## config.mk

```make
export PLATFORM = sky130hd
export DESIGN_NAME = tdc_hw_accum
export DESIGN_NICKNAME = d
export VERILOG_FILES = /design/src/rtl/tdc_hw_accum.sv
export SDC_FILE = /design/constraint.sdc
export NUM_CORES = 1
export LEC_CHECK = 0
export ABC_AREA = 1
export CORE_ASPECT_RATIO = 2
export CORE_MARGIN = 2
export CORE_UTILIZATION = 40
export DETAILED_ROUTE_END_ITERATION = 16
export HOLD_SLACK_MARGIN = 0.02
export PLACE_DENSITY = 0.64
export SKIP_CTS_REPAIR_TIMING = 1
export SYNTH_ARGS = -nofsm -noshare
export SYNTH_HDL_FRONTEND = slang
export SYNTH_SLANG_ARGS = --single-unit
```

## constraint.sdc

```tcl
create_clock -name clk -period 3.4 [get_ports clk]
set_input_delay 0.68 -clock clk [delete_from_list [all_inputs] [get_ports clk]]
set_output_delay 0.68 -clock clk [all_outputs]
set_load 0.03 [all_outputs]
```

## src/rtl/tdc_hw_accum.sv

```systemverilog
// Window statistics (sum/mean/min/max) over TDC hamming-weight samples.
// Ports: clk, rst_n, hw_in/hw_valid samples, start/abort control,
//        out_data/out_valid/out_ready byte stream, busy, done, range_err.
module tdc_hw_accum #(
  parameter int          N        = 64,
  parameter int          HW_W     = $clog2(N) + 1,
  parameter int          LOG2_WIN = 8,
  parameter logic [7:0]  HDR      = 8'hA5
) (
  input  logic            clk,
  input  logic            rst_n,
  input  logic [HW_W-1:0] hw_in,
  input  logic            hw_valid,
  input  logic            start,
  input  logic            abort,
  output logic [7:0]      out_data,
  output logic            out_valid,
  input  logic            out_ready,
  output logic            busy,
  output logic            done,
  output logic            range_err
);

  localparam int SUM_W = HW_W + LOG2_WIN;
  localparam int CNT_W = LOG2_WIN + 1;
  localparam logic [HW_W-1:0]  NV   = HW_W'(N);
  localparam logic [CNT_W-1:0] LAST = CNT_W'((1 << LOG2_WIN) - 1);

  typedef enum logic [1:0] {
    S_IDLE,
    S_ACCUM,
    S_SEND
  } state_t;

  state_t            r_state, w_state;
  logic [SUM_W-1:0]  r_sum, w_sum;
  logic [HW_W-1:0]   r_min, w_min;
  logic [HW_W-1:0]   r_max, w_max;
  logic [CNT_W-1:0]  r_cnt, w_cnt;
  logic [2:0]        r_idx, w_idx;
  logic [7:0]        r_data, w_data;
  logic              r_valid, w_valid;
  logic              r_busy, w_busy;
  logic              r_done, w_done;
  logic              r_rerr, w_rerr;

  logic              w_ovr;
  logic [HW_W-1:0]   w_s;
  logic [2:0]        w_idx_inc;
  logic [15:0]       w_sum16;
  logic [7:0]        w_mean;
  logic [7:0]        w_nbyte;

  // Out-of-range samples are clamped to N before they touch the statistics
  assign w_ovr     = (hw_in > NV);
  assign w_s       = w_ovr ? NV : hw_in;
  assign w_idx_inc = r_idx + 3'd1;
  assign w_sum16   = 16'(r_sum);
  assign w_mean    = 8'(r_sum >> LOG2_WIN);

  // Accumulators are frozen in SEND, so they double as the frame registers
  always_comb begin
    w_nbyte = 8'h00;
    case (w_idx_inc)
      3'd1:    w_nbyte = w_mean;
      3'd2:    w_nbyte = 8'(r_min);
      3'd3:    w_nbyte = 8'(r_max);
      3'd4:    w_nbyte = w_sum16[7:0];
      3'd5:    w_nbyte = w_sum16[15:8];
      default: w_nbyte = 8'h00;
    endcase
  end

  always_comb begin
    w_state = r_state;
    w_sum   = r_sum;
    w_min   = r_min;
    w_max   = r_max;
    w_cnt   = r_cnt;
    w_idx   = r_idx;
    w_data  = r_data;
    w_valid = r_valid;
    w_rerr  = r_rerr;
    w_done  = 1'b0;
    if (abort) begin
      w_state = S_IDLE;
      w_valid = 1'b0;
      w_idx   = 3'd0;
    end else begin
      unique case (r_state)
        S_IDLE: begin
          if (start) begin
            w_state = S_ACCUM;
            w_sum   = '0;
            w_min   = NV;
            w_max   = '0;
            w_cnt   = '0;
            w_rerr  = 1'b0;
          end
        end
        S_ACCUM: begin
          if (hw_valid) begin
            w_sum = r_sum + SUM_W'(w_s);
            w_cnt = r_cnt + CNT_W'(1);
            if (w_s < r_min) w_min = w_s;
            if (w_s > r_max) w_max = w_s;
            if (w_ovr) w_rerr = 1'b1;
            if (r_cnt == LAST) begin
              w_state = S_SEND;
              w_valid = 1'b1;
              w_data  = HDR;
              w_idx   = 3'd0;
            end
          end
        end
        S_SEND: begin
          if (r_valid && out_ready) begin
            if (r_idx == 3'd5) begin
              w_state = S_IDLE;
              w_valid = 1'b0;
              w_done  = 1'b1;
              w_idx   = 3'd0;
            end else begin
              w_idx  = w_idx_inc;
              w_data = w_nbyte;
            end
          end
        end
        default: w_state = S_IDLE;
      endcase
    end
    w_busy = (w_state != S_IDLE);
  end

  always_ff @(posedge clk or negedge rst_n) begin
    if (!rst_n) begin
      r_state <= S_IDLE;
      r_sum   <= '0;
      r_min   <= NV;
      r_max   <= '0;
      r_cnt   <= '0;
      r_idx   <= 3'd0;
      r_data  <= 8'h00;
      r_valid <= 1'b0;
      r_busy  <= 1'b0;
      r_done  <= 1'b0;
      r_rerr  <= 1'b0;
    end else begin
      r_state <= w_state;
      r_sum   <= w_sum;
      r_min   <= w_min;
      r_max   <= w_max;
      r_cnt   <= w_cnt;
      r_idx   <= w_idx;
      r_data  <= w_data;
      r_valid <= w_valid;
      r_busy  <= w_busy;
      r_done  <= w_done;
      r_rerr  <= w_rerr;
    end
  end

  assign out_data  = r_data;
  assign out_valid = r_valid;
  assign busy      = r_busy;
  assign done      = r_done;
  assign range_err = r_rerr;

endmodule
```

==> out/summary.md, run 1 <==
The cell chosen for the clock root was sky130_fd_sc_hd__clkbuf_16. On the final layout, the worst clock skew is 4.59 ps. The worst slew slack as a fraction of its limit was 29.0%. The logs give 0 for the diode insertion count for antenna repair and 8980 um for the routed wire length. Using the TritonRoute via totals, the vias-per-cell ratio works out to 5.38. Type of the tightest min-delay check: reg2reg.

Synthesis handed over a netlist of 418 instances. The die covers 9370 um2. At the worst endpoint, the required time is 3600 ps.

The clock passes through at most 2 buffers. After synthesis, the largest family of logic cells by area is simple AND/OR/NAND/NOR gates. For the number of ports placed on the die boundary, the log shows 25. Yosys attributes the largest share of cell area to sky130_fd_sc_hd__dfrtp_1 (39%), sky130_fd_sc_hd__nand2_1 (8.8%), sky130_fd_sc_hd__ha_1 (8.4%). The sequential fraction of the synthesis area is 40.2%, and the combined area of all synthesized cells is 3430 um2. Across all layers, the routed design uses 2953 vias. The synthesized netlist devotes 14.1% of its cell area to compound gates.

After detailed placement, the design holds a cell count of 542. The first global-routing pass estimated 14500 um of wire. The number of global-route vias before repair was 3064; the post-detailed-placement cell area was 3770 um2.

TritonCTS created 5 clock buffers. The tools report the final antenna-violating net count as 0. The launch point of the worst reg-to-reg path is r_sum[0]. For this run, the top clock speed supported by timing is 0.327 GHz. The average wire per cell in the routed design is 16.3 um.

Number of synthesized flops with an enable pin: 0. Yosys instantiated no cell more often than sky130_fd_sc_hd__nand2_1. The startpoint identified for the worst hold timing path is r_min[6]. The cell type contributing the most total cell area after synthesis was sky130_fd_sc_hd__dfrtp_1. Dividing total power by cell area gives a power density of 436 nW/um2. Synthesis inferred 55 register bits.

The worst setup path is of the in2reg kind. Number of nets at the end of the flow: 488. TritonCTS built the clock tree. After synthesis, the netlist uses 48 different library cells. For this design the static power due to leakage is 1.93 nW. The number of levels in the clock H-tree is 2.

VDD sags by at most 235 uV. From left edge to right edge, the die measures 69.4 um. The run gives 4 as the count of TritonRoute iterations in the first routing pass.

The flow ran to the end, and the final reports show no timing, DRC or antenna violations. The number of failing hold endpoints at the final stage was 0. The number of port buffers is 24, and the total congestion overflow after global routing is 0.

The tools report the endpoint type of the worst setup path as a register. Summing the areas of all and, or, nand and nor instances in the mapped netlist gives 26.1% of the synthesized area. For the pin with the worst max-slew slack, the measured transition is 1070 ps. For the worst setup path, the data arrival time is 3260 ps. Mean cell area of the mapped netlist: 8.20 um2. Across the run, the number of max-cap violations was 0. The initial DRC count is 184, and the starting density of the core is 41.3%.

Entering global routing, the biggest net connects 48 pins. The final hold slack is 465 ps, and the area growth from synthesis to layout is 14.1%. Yosys printed 0 warnings. The core region is 8290 um2. The portion of synthesized area spent on multiplexers is 0.584%. Summing the areas of all xor and xnor instances in the mapped netlist gives 1.02% of the synthesized area.

The nature of the critical path startpoint is an input port. The number of placement rows was 47. The clock reaches the later pin of the worst-skew pair after 300 ps. After clock tree synthesis, the clock-pin slew on the worst setup and hold paths is 70 ps. The run gives 55 as the sink count of the clock tree.

The tools report the sum of negative setup slack as 0 ps. The setup-violating endpoint count in the final report is 0, and the number of cells in the finished layout apart from fillers is 549. The final critical path takes up 90.0% of the cycle. Summed over all nets, the half-perimeter wirelength after detailed placement is 7160 um. The tools report the final-report max-slew violation count as 0.

Setup repair after global routing left no endpoint under its margin. Cells with a size suffix above 1 make up 10.6% of the layout. Adder-cell share of the synthesized area: 8.98%. Die height: 135 um. Global routing used 20.1% of the available tracks. The congestion estimate from routability-driven global placement came to 0.935. In this run the worst setup path begins at hw_in[0]. Among all flip-flop cells after synthesis, the most frequent one is sky130_fd_sc_hd__dfrtp_1.

After detailed routing, the number of remaining DRC violations is 0. Along the worst path, the maximum fanout reaches 4. By count the netlist is led by sky130_fd_sc_hd__nand2_1 (80), sky130_fd_sc_hd__inv_1 (60), sky130_fd_sc_hd__dfrtp_1 (54).

The routed design could run at a clock period as short as 3060 ps. Of all flip-flops after synthesis, the portion carrying an async set or reset was 100%. After synthesis, the largest area contributor takes up 39.4% of total cell area. The initial antenna violation count came out at 0. After routing the design area is 3910 um2.

The number of nets in the synthesized netlist is 455.
==> cell families after synthesis <==
kind of cell / after synthesis
AO/OA/AOI/OAI: 79
XOR/XNOR: 4
flip-flops: 55
adder cells (fa/ha/maj): 24
multiplexers: 2
buffers and inverters: 71
AND/OR/NAND/NOR: 183
==> routing by layer <==
metal,track usage (%),up-vias,routed length (um)
li1,-,1453,-
met1,19.0,1393,3130
met2,38.1,73,4950
met3,2.39,34,256
met4,15.7,0,634
met5,0,-,0
==> cells in the final DEF (no fill, tap or decap), types with 2 or more instances in the layout <==
cell type,instances
sky130_fd_sc_hd__nor2_1,41
sky130_fd_sc_hd__inv_1,60
sky130_fd_sc_hd__xor2_1,3
sky130_fd_sc_hd__o21ai_1,2
sky130_fd_sc_hd__nand2_1,80
sky130_fd_sc_hd__buf_4,6
sky130_fd_sc_hd__ha_1,23
sky130_fd_sc_hd__o21ai_0,16
sky130_fd_sc_hd__a21oi_1,30
sky130_fd_sc_hd__clkdlybuf4s50_1,23
sky130_fd_sc_hd__mux2i_1,2
sky130_fd_sc_hd__nand2_2,4
sky130_fd_sc_hd__o211ai_1,2
sky130_fd_sc_hd__o221ai_1,4
sky130_fd_sc_hd__nand2_4,3
sky130_fd_sc_hd__a22oi_1,4
sky130_fd_sc_hd__clkbuf_16,5
sky130_fd_sc_hd__nand3_1,24
sky130_fd_sc_hd__nand4_1,4
sky130_fd_sc_hd__dfrtp_1,54
sky130_fd_sc_hd__nor3_1,9
sky130_fd_sc_hd__a221oi_1,3
sky130_fd_sc_hd__nor3_2,3
sky130_fd_sc_hd__nor2_4,4
sky130_fd_sc_hd__nor2_2,3
sky130_fd_sc_hd__a31oi_1,2
sky130_fd_sc_hd__a21oi_2,3
sky130_fd_sc_hd__inv_2,6
sky130_fd_sc_hd__a22o_1,2
sky130_fd_sc_hd__o22ai_1,5
==> final timing paths <==
kind | endpoint | slack, ps | depth (start not counted)
max | r_sum[14] | 340 | 17
min | r_min[6] | 460 | 2
max reg2reg | r_sum[14] | 1210 | 11
min reg2reg | r_min[6] | 460 | 2
max in group asynchronous | out_data[6] | 2070 | 2
min in group asynchronous | r_sum[0] | 570 | 1
==> stage by stage <==
| step | power, mW | util [%] | worst slack, ps |
|---|---|---|---|
| after floorplan | 1.07 | - | 915 |
| after global placement | 1.19 | 45.5 | 41.4 |
| after detailed placement | 1.20 | 45.5 | 35.3 |
| after CTS | 1.72 | 47.2 | 346 |
| after global routing | 1.79 | 47.2 | 189 |
| final | 1.70 | 47.2 | 339 |
==> final cells by class <==
cell class	count	area [um2]
tap	98	123
clock buffer	5	125
clock inverter	2	13.8
sequential	55	1380
fill	812	4380
timing repair buffer	30	280
multi-input combinational	292	1740
inverter	67	251
==> critical path, cell delays in order <==
cell and delay (ps):
sky130_fd_sc_hd__clkdlybuf4s50_1 510, sky130_fd_sc_hd__nor2_1 90, sky130_fd_sc_hd__nand3_1 70, sky130_fd_sc_hd__nand2_1 70
sky130_fd_sc_hd__nand2_1 110, sky130_fd_sc_hd__inv_1 60, sky130_fd_sc_hd__ha_1 210, sky130_fd_sc_hd__fa_1 420
sky130_fd_sc_hd__nand3_1 100, sky130_fd_sc_hd__nand3_1 190, sky130_fd_sc_hd__a21oi_1 240, sky130_fd_sc_hd__o21ai_0 170
sky130_fd_sc_hd__and2_4 190, sky130_fd_sc_hd__nand2_1 50, sky130_fd_sc_hd__nand2_1 50, sky130_fd_sc_hd__clkinv_1 40
sky130_fd_sc_hd__nor2_1 30
==> registers in the layout, summed over array words and instances, names as in the netlist <==
name / flops
busy: 1
done: 1
out_data: 8
out_valid: 1
r_cnt: 9
r_idx: 3
r_max: 7
r_min: 7
r_state: 2
r_sum: 15
range_err: 1
==> report_power, final <==
part | internal (mW) | switching, mW | leakage, nW | total (mW)
Sequential | 0.723 | 0.0528 | 0.722 | 0.776
Combinational | 0.150 | 0.264 | 1.14 | 0.414
Clock | 0.270 | 0.245 | 0.0696 | 0.515
Total | 1.14 | 0.562 | 1.93 | 1.70
Note: power is estimated with default switching activity, not from simulation.
==> run 2, diff against run 1 <==
==> constraint.sdc (replaced) <==
create_clock -name clk -period 3.5 [get_ports clk]
set_input_delay 0.7 -clock clk [delete_from_list [all_inputs] [get_ports clk]]
set_output_delay 0.7 -clock clk [all_outputs]
set_load 0.03 [all_outputs]
==> run 2 against run 1 <==
Against the previous run: largest cell class unchanged; sequential share of layout area hardly changed; largest power group unchanged; critical endpoint unchanged; non-clock buffer count is 3 lower; global-route usage is 0.056 points higher; core utilization hardly changed; critical path type unchanged; clock-buffer cell count is 2 higher.
==> out/summary.md, run 2 (same netlist as run 1, synthesis figures left out) <==
The flow ran to the end, and the final reports show no timing, DRC or antenna violations. Before antenna repair, the detailed router went through 4 iterations. After filler insertion, the fill cell instance count of the layout stands at 800.

Cells with a size suffix above 1 make up 10.2% of the layout. The detailed router placed 2973 vias in this run. Clock tree synthesis found a total of 55 sinks.

The register name with the most flops was r_sum. The largest net degree at the start of global routing came out at 41. Power spread over the standard cell area amounts to 434 nW/um2.

In this run the vertical extent of the chip is 135 um. TritonCTS built the clock tree. The initial DRC count is 192, and the total DRC errors in the routed layout is 0. Data on the critical path arrives at its endpoint at 3170 ps. The top cell types in the final layout, fill and taps aside, are sky130_fd_sc_hd__nand2_1 (80), sky130_fd_sc_hd__inv_1 (60), sky130_fd_sc_hd__dfrtp_1 (54). The run gives 485 as the number of nets at the end of the flow. Wires add up to 8950 um. Measured against its own limit, the worst slew margin works out to 64.1%. Sum of negative setup slack: 0 ps.

The finished cells cover 3910 um2. The final-report max-slew violation count was 0; the number of ports placed on the die boundary was 25. The tools report the final hold slack as 314 ps. Across every metal layer, demand over resource in global routing totals 20.2%. For this design the static power due to leakage is 1.92 nW. The tools report the endpoint type of the worst setup path as a register. The sequential cells in the finished layout cover a total of 1380 um2. Setup repair after global routing left no endpoint under its margin. The number of levels in the clock H-tree was 2. Once routing completed, OpenROAD measured the worst setup slack at 518 ps.

The tools report the maximum clock frequency as 0.335 GHz. The number of global-route vias before repair was 3090; the data required time of the critical path was 3690 ps. The run gives 47.1% as the utilization of the core after routing. Critical path class: in2reg. The share of the clock period used by the worst path after layout came out at 85.2%.

Pin slew with the least headroom to its limit: 538 ps. The initial antenna violation count came out at 0. The tool flagged a number of max-cap violations equal to 0. Measured along the x axis, the die boundary spans 69.4 um.

The average wire per cell in the routed design was 16.4 um; the die footprint was 9370 um2. The path class of the tightest hold or removal check is in2async. Counting the buffers created by CTS gives 5.

On the final layout, the worst clock skew is 4.09 ps. The diode insertion count for antenna repair came out at 0. From synthesis to final layout, the design area changed by 14.1%. After legalization and detailed placement, the total HPWL measured 6960 um. Row generation in the floorplan step produced 47 rows. In this run, placement finished with an instance count of 539. The total power draw is 1.70 mW, and the flip-flop count of the largest register after layout is 15.

In the final layout, the multi-input gates occupy 1740 um2. The root buffer cell chosen for the clock tree is sky130_fd_sc_hd__clkbuf_16. Summing all placed instances gives a cell area of 3750 um2. The number of failing hold endpoints at the final stage came out at 0. Global routing finished with a remaining overflow of 0.

Clock-pin slew was measured on the worst setup and hold paths at 70 ps. The setup-violating endpoint count in the final report is 0, and the post-placement setup slack is 225 ps. STA classifies the critical path startpoint as an input port. The clock period could shrink to 2980 ps. Across the VDD grid, the largest voltage drop is 247 uV. The first global-routing pass estimated 14700 um of wire. The tools report the final antenna-violating net count as 0. The total core area is 8290 um2, and the number of cells in the finished layout apart from fillers is 547.

Buffers placed on the I/O ports in this run total 24. After detailed routing, the number of vias per cell comes to 5.44. In this run the worst path has a maximum fanout of 4. Leaving out fill and tap cells, the most frequent cell in the layout is sky130_fd_sc_hd__nand2_1. Insertion delay to the later sink of the worst-skew pair: 290 ps.

The starting density of the core is 41.3%, and the maximum root-to-sink buffer count is 2. The run gives 0.957 as the global placement routability congestion.
## run 2: worst paths after layout
| kind | from | slack (ps) | cells past startpoint | endpoint |
|---|---|---|---|---|
| worst min-delay path | rst_n | 310 | 1 | range_err |
| min in group clk | r_min[6] | 470 | 2 | r_min[6] |
| worst min register to register | r_min[6] | 470 | 2 | r_min[6] |
| max in group asynchronous | rst_n | 2310 | 2 | out_data[5] |
| worst max register to register | r_cnt[0] | 1300 | 11 | out_valid |
| worst max-delay path | hw_in[4] | 520 | 17 | r_sum[14] |
## run 2: worst max-delay path: stages
cell                              delay [ps]
sky130_fd_sc_hd__clkdlybuf4s50_1         480
sky130_fd_sc_hd__nor2_1                   70
sky130_fd_sc_hd__nand3_1                  80
sky130_fd_sc_hd__nand2_1                  60
sky130_fd_sc_hd__nand2_1                 120
sky130_fd_sc_hd__inv_1                    60
sky130_fd_sc_hd__ha_1                    210
sky130_fd_sc_hd__fa_1                    410
sky130_fd_sc_hd__nand3_1                 100
sky130_fd_sc_hd__nand3_1                 150
sky130_fd_sc_hd__a21oi_1                 230
sky130_fd_sc_hd__o21ai_0                 140
sky130_fd_sc_hd__and2_4                  170
sky130_fd_sc_hd__nand2_1                  60
sky130_fd_sc_hd__nand2_1                  50
sky130_fd_sc_hd__clkinv_1                 40
sky130_fd_sc_hd__nor2_1                   40
## run 2: metal layers
metal / GRT usage [%] / up-vias / share of wire (%)
met1: 19.9 / 1411 / 36
li1: - / 1449 / -
met4: 16.4 / 0 / 7.5
met2: 36.6 / 74 / 53
met3: 2.91 / 39 / 3.3
met5: 0 / - / 0
## run 2: layout make-up
class / count / share of cell area (%)
timing repair buffer: 27 / 6.59
multi-input combinational: 292 / 44.5
clock buffer: 7 / 3.91
sequential: 55 / 35.2
inverter: 67 / 6.43
tap: 98 / 3.14
clock inverter: 1 / 0.192
## run 2: power by group
part | internal [mW] | total [mW] | switching [mW]
combinational | 0.142 | 0.398 | 0.256
clock | 0.305 | 0.538 | 0.233
sequential | 0.702 | 0.761 | 0.0585
